===== config.mk =====
export PLATFORM = sky130hd
export DESIGN_NAME = hazard_scoreboard
export DESIGN_NICKNAME = d
export VERILOG_FILES = /design/src/rtl/hazard_scoreboard.sv
export SDC_FILE = /design/constraint.sdc
export NUM_CORES = 1
export LEC_CHECK = 0
export CORE_MARGIN = 2
export CORE_UTILIZATION = 45
export DETAILED_ROUTE_END_ITERATION = 10
export GPL_ROUTABILITY_DRIVEN = 0
export PLACE_DENSITY = 0.73
export SETUP_SLACK_MARGIN = 0.02
export SYNTH_ARGS = -nofsm -noshare
export SYNTH_HDL_FRONTEND = slang
export SYNTH_SLANG_ARGS = --single-unit
export TNS_END_PERCENT = 20

===== constraint.sdc =====
create_clock -name clk_i -period 3.4 [get_ports clk_i]
set_input_delay 0.51 -clock clk_i [delete_from_list [all_inputs] [get_ports clk_i]]
set_output_delay 0.51 -clock clk_i [all_outputs]
set_load 0.01 [all_outputs]

===== src/rtl/hazard_scoreboard.sv =====
`default_nettype none
// ============================================================================
//  Module      : hazard_scoreboard
//  Description : ID-stage scoreboard that counts in-flight register writes
//                from issue to WB retirement and raises Stall on load-use
//                hazards and on pending-counter saturation.
//                Optional macro HAZARD_STALL_CNT_EN adds a 32-bit saturating
//                count of stall cycles (StallCnt).
//  Revision    : 1.0 - initial release
// ============================================================================
module hazard_scoreboard #(
    parameter int NUM_REGS = 32,
    parameter int CNT_W    = 2
) (
    input  logic                clk_i,
    input  logic                rst_i,
    input  logic [4:0]          ID_RegRs,
    input  logic [4:0]          ID_RegRt,
    input  logic                ID_UseRs,
    input  logic                ID_UseRt,
    input  logic                ID_Valid,
    input  logic                ID_RegWrite,
    input  logic [4:0]          ID_RegRd,
    input  logic                ID_MemRead,
    input  logic                WB_RegWrite,
    input  logic [4:0]          WBRegRd,
    input  logic                Flush,
    output logic                Stall,
    output logic                EX_MemRead,
    output logic [4:0]          EXRegRd,
    output logic [NUM_REGS-1:0] Busy
`ifdef HAZARD_STALL_CNT_EN
    ,
    output logic [31:0]         StallCnt
`endif
);

    localparam logic [CNT_W-1:0] CNT_MAX     = {CNT_W{1'b1}};
    localparam logic [CNT_W+1:0] CNT_MAX_EXT = {2'b00, {CNT_W{1'b1}}};

    // Per-register outstanding-write counters; entry 0 is kept at zero.
    logic [CNT_W-1:0] pending     [NUM_REGS];
    logic [CNT_W-1:0] pending_nxt [NUM_REGS];

    // EX-stage shadow of the instruction that left ID last cycle.
    logic       ex_valid;
    logic       ex_regwrite;
    logic       ex_memread;
    logic [4:0] ex_rd;

    logic stall_load_use;
    logic stall_sat;
    logic wb_hits_id;
    logic accept;
    logic ex_squash_write;

    // Apply one increment and up to two decrements, flooring at 0 and
    // clamping at the counter maximum.
    function automatic logic [CNT_W-1:0] next_count(
        input logic [CNT_W-1:0] cur,
        input logic             inc,
        input logic             dec_a,
        input logic             dec_b
    );
        logic [CNT_W+1:0] up;
        logic [CNT_W+1:0] down;
        logic [CNT_W+1:0] diff;
        up   = {2'b00, cur} + {{(CNT_W+1){1'b0}}, inc};
        down = {{(CNT_W+1){1'b0}}, dec_a} + {{(CNT_W+1){1'b0}}, dec_b};
        diff = up - down;
        if (up <= down) begin
            next_count = '0;
        end else if (diff > CNT_MAX_EXT) begin
            next_count = CNT_MAX;
        end else begin
            next_count = diff[CNT_W-1:0];
        end
    endfunction

    // Hazard detection from current state: load-use and counter saturation.
    always_comb begin
        stall_load_use = 1'b0;
        stall_sat      = 1'b0;
        wb_hits_id     = WB_RegWrite && (WBRegRd == ID_RegRd);
        if (ex_valid && ex_memread && (ex_rd != 5'd0)) begin
            stall_load_use = (ID_UseRs && (ID_RegRs == ex_rd)) ||
                             (ID_UseRt && (ID_RegRt == ex_rd));
        end
        if (ID_RegWrite && (ID_RegRd != 5'd0)) begin
            stall_sat = (pending[ID_RegRd] == CNT_MAX) && !wb_hits_id;
        end
        Stall  = ID_Valid && !Flush && (stall_load_use || stall_sat);
        accept = ID_Valid && !Stall && !Flush;
        ex_squash_write = Flush && ex_valid && ex_regwrite;
    end

    // Next value of every pending counter from issue, retirement and squash.
    always_comb begin
        pending_nxt[0] = '0;
        for (int r = 1; r < NUM_REGS; r++) begin
            pending_nxt[r] = next_count(
                pending[r],
                accept && ID_RegWrite && (ID_RegRd == 5'(r)),
                WB_RegWrite && (WBRegRd == 5'(r)),
                ex_squash_write && (ex_rd == 5'(r)));
        end
    end

    // Counter state register.
    always_ff @(posedge clk_i) begin
        if (!rst_i) begin
            for (int r = 0; r < NUM_REGS; r++) begin
                pending[r] <= '0;
            end
        end else begin
            for (int r = 0; r < NUM_REGS; r++) begin
                pending[r] <= pending_nxt[r];
            end
        end
    end

    // EX shadow: capture the issued instruction, otherwise load a bubble.
    always_ff @(posedge clk_i) begin
        if (!rst_i || !accept) begin
            ex_valid    <= 1'b0;
            ex_regwrite <= 1'b0;
            ex_memread  <= 1'b0;
            ex_rd       <= 5'd0;
        end else begin
            ex_valid    <= 1'b1;
            ex_regwrite <= ID_RegWrite;
            ex_memread  <= ID_MemRead;
            ex_rd       <= ID_RegRd;
        end
    end

    // Visible EX fields and per-register busy flags.
    always_comb begin
        EX_MemRead = ex_memread;
        EXRegRd    = ex_rd;
        Busy       = '0;
        for (int r = 1; r < NUM_REGS; r++) begin
            Busy[r] = (pending[r] != '0);
        end
    end

`ifdef HAZARD_STALL_CNT_EN
    // Saturating count of stall cycles; flush cycles never assert Stall.
    always_ff @(posedge clk_i) begin
        if (!rst_i) begin
            StallCnt <= 32'd0;
        end else if (Stall && (StallCnt != 32'hFFFF_FFFF)) begin
            StallCnt <= StallCnt + 32'd1;
        end
    end
`endif

endmodule
`default_nettype wire


==> qor.txt <==
==================================================================================
Outcome                                                               complete, but fails checks
Violations in the final reports                                       setup timing
Crit-path leading delay family                                        buffers and inverters
Maximum number of pins on one net before global-route repair                    39
HPWL Detailed                                                            20,700 um
Slowest stage cell on the critical path                                       fa_1
DRC viols                                                                        0
Post-route minimum period                                                  3.75 ns
I/O pin cnt                                                                     68
Number of hold violations in the final report                                    0
Post-detailed-routing wire length                                        34,300 um
Cell area reported after detailed placement                            11,200 um^2
FFs w/ async S/R, synth                                                         0%
Via count of the first global-routing pass                                   9,313
Die Y                                                                       144 um
Crit path arrival time                                                     4.03 ns
Post-layout nets                                                             1,578
P&R area growth vs syn                                                       51.7%
Total standard cell area after synthesis                                 8810 um^2
Flops & latches, synth                                                          70
Sequential cell area                                                     1400 um^2
DRT iter0 DRCs                                                                 991
Commonest non-fill, non-tap cells in the layout                       buf_4 (202), inv_1 (198), nor2_1 (113)
Critical path startpoint category                                     primary input
Net Count, Synth                                                             1,293
Share of final-layout standard cells stronger than drive strength 1          40.3%
Leak pwr                                                                   5.77 nW
Post-synth top area cell                                                      ha_1
Post-route standard cell area excluding fillers                        13,400 um^2
Initial Utilization                                                          45.6%
Stage delay of the slowest cell on the critical path                       0.36 ns
Worst vdd rail ir drop                                                      265 uV
Floorplan die area                                                     20,700 um^2
Non-filler cells in the finished layout                                      1,600
Die width                                                                   144 um
Sequential element share of the synthesized area                             15.9%
Peak clock frequency supported by timing                                   267 MHz
Post-route core utilization                                                  69.1%
Number of antenna-violating nets in the routed design                            0
Share of Yosys cell area claimed by the top area cell type                   22.0%
Setup violators final                                                           63
Total placed cells including tap cells                                       1,534
Clock tree from TritonCTS                                                     done
Number of rows in the core area                                                 51
Grt total ovfl                                                                   0
Clock Latency Late Sink                                                    0.36 ns
Fin crit share                                                                110%
Sum of buffers and inverters on the critical path                               11
Number of levels in the clock H-tree                                             3
Multi-input gate area in the final layout                                7630 um^2
Mean area per synthesized cell                                           8.41 um^2
Number of instances in the synthesized netlist                               1,047
Filler Cell Count                                                            1,267
Antenna violations before repair                                                 1
Required time at the worst-slack endpoint                                  3.69 ns
Count of flip-flops with a built-in enable after synthesis                       0
# clock sinks                                                                   70
Maximum fanout along the worst path                                              7
Global Route Usage Sum                                                       28.9%
Setup skew after layout                                                 0.00602 ns
Chain of cells forming the critical path                              clkbuf_2 -> buf_8 -> buf_12 -> buf_4 -> xnor2_2 -> nand4_1 -> o221ai_4 -> buf_4 -> nor4_4 -> buf_4 -> buf_12 -> buf_6 -> nor4_4 -> ha_1 -> inv_1 -> ha_1 -> inv_1 -> fa_1 -> inv_1 -> ha_1 -> a31oi_1
Crit path capture type                                                   flip-flop
Vias post-DR                                                                 9,387
PortBufs                                                                        66
Number of library cell types mapped by synthesis                                45
Core Region                                                            19,300 um^2
RSZ-0062 raised after global routing                                           yes
Average routed wire per standard cell                                      21.4 um
Commonest non-fill, non-tap cell in the layout                               buf_4
Number of max-cap violations                                                     0
Most common flop cell mapped by yosys                                      dfxtp_1
CTS root buffer                                                          clkbuf_16
Type of the worst setup path                                             in -> reg
Relative max-transition margin                                               32.2%
Diode count                                                                      0
Overall power consumption                                                  2.17 mW
Worst Hold Class                                                         in -> reg
Transition at the pin with the smallest max-transition slack               1.02 ns
Deepest clock path buffer count                                                  2
Ranking of synthesized cells by area                                  ha_1 (22%), dfxtp_1 (16%), fa_1 (14%)
Total power per unit cell area                                         162 nW/um^2
Clock transition at the registers of the reported paths                    0.06 ns
Count of pins over their slew limit                                              0
Count of synthesis-stage warnings from yosys                                     0
1st-pass router iterations                                                       6
Number of clock buffers inserted by TritonCTS                                    9
Vias/cell                                                                     5.87
Global-route wire length before repair                                   46,100 um
Setup WS post-layout                                                     -0.348 ns
==================================================================================
## final timing paths
kind                            slack (ns)  cells after the start            from              to
worst min-delay path                  0.76                      3      ID_MemRead      EX_MemRead
worst min register to register        0.86                      4  pending[11][0]  pending[11][0]
worst max register to register       -0.26                     16  pending[26][1]  pending[29][0]
worst max-delay path                 -0.35                     21     ID_RegRd[1]  pending[29][0]
## flip-flops by register name, summed over array words and instances, names as in the netlist
name and count:
EX_MemRead 1, pending 62, EXRegRd 5, ex_regwrite 1
ex_valid 1
## kinds of logic (layout without fill, tap and decap cells)
group	Yosys count	after routing	synth area share [%]
AOI/OAI and AO/OA	127	127	10.2
other	1	1	0.0426
DFF	70	70	15.9
and+or+nand+nor	319	319	19.9
buffers and inverters	282	570	12.6
adders and majority gates	217	217	36.1
muxes	16	16	3.83
xor gates and xnor gates	15	15	1.49
## synthesized netlist by cell type (11+ instances only)
| library cell | number |
|---|---|
| buf_2 | 11 |
| nand2_1 | 28 |
| fa_1 | 62 |
| nor4_2 | 20 |
| dfxtp_1 | 70 |
| a221oi_1 | 22 |
| nand3_1 | 26 |
| nor2b_1 | 11 |
| o22ai_1 | 20 |
| o31ai_1 | 31 |
| or2_2 | 33 |
| a31oi_1 | 22 |
| nor4_1 | 19 |
| nand3b_1 | 12 |
| nand2b_1 | 27 |
| ha_1 | 155 |
| clkbuf_1 | 11 |
| a21oi_1 | 20 |
| inv_1 | 250 |
| nor2_1 | 118 |
| mux4_2 | 14 |
## repair_timing
action,CTS,global route
pin swaps,72,73
gates resized for setup,161,149
endpoints found under the setup margin,63,63
buffers inserted,29,23
hold buffers,0,0
cloned,2,1
## area by class of cell
class	count	area share, %
multi-input cells	695	57.1
repair buffers	306	20.9
flip-flops and latches	70	10.5
inverters	250	7.06
well taps	265	2.48
clock buffers	12	1.84
clock inverters	2	0.0749
## tightest hold or removal path: cells and delay by family
family	cells	cell delay (ns)
and+or+nand+nor	2	0.14
buffers and inverters	1	0.42
## through the flow
step / setup slack, ns / hold WS [ns] / TNS [ns]
final: -0.348 / 0.763 / -11.84
after global routing: -0.465 / 0.766 / -18.62
after CTS: -0.256 / 0.784 / -7.46
after detailed placement: -1.22 / 0.868 / -60.82
after global placement: -1.06 / 0.853 / -55.86
after floorplan: -0.174 / 0.656 / -4.27
## power by group
part / total, mW / leakage (nW) / internal (mW) / switching (mW)
logic: 0.436 / 5.08 / 0.207 / 0.229
clock network: 0.898 / 0.128 / 0.504 / 0.395
registers: 0.836 / 0.565 / 0.828 / 0.00801
## per-layer routing
metal  global-route usage, %  up-vias  wire length, um
met5                       0        -               13
met4                    17.3        2             2960
met3                    5.16      264             3060
met2                    48.4      621            16100
met1                    34.6     4432            12100
li1                        -     4068                -
Power figures use the tool's default switching activity.
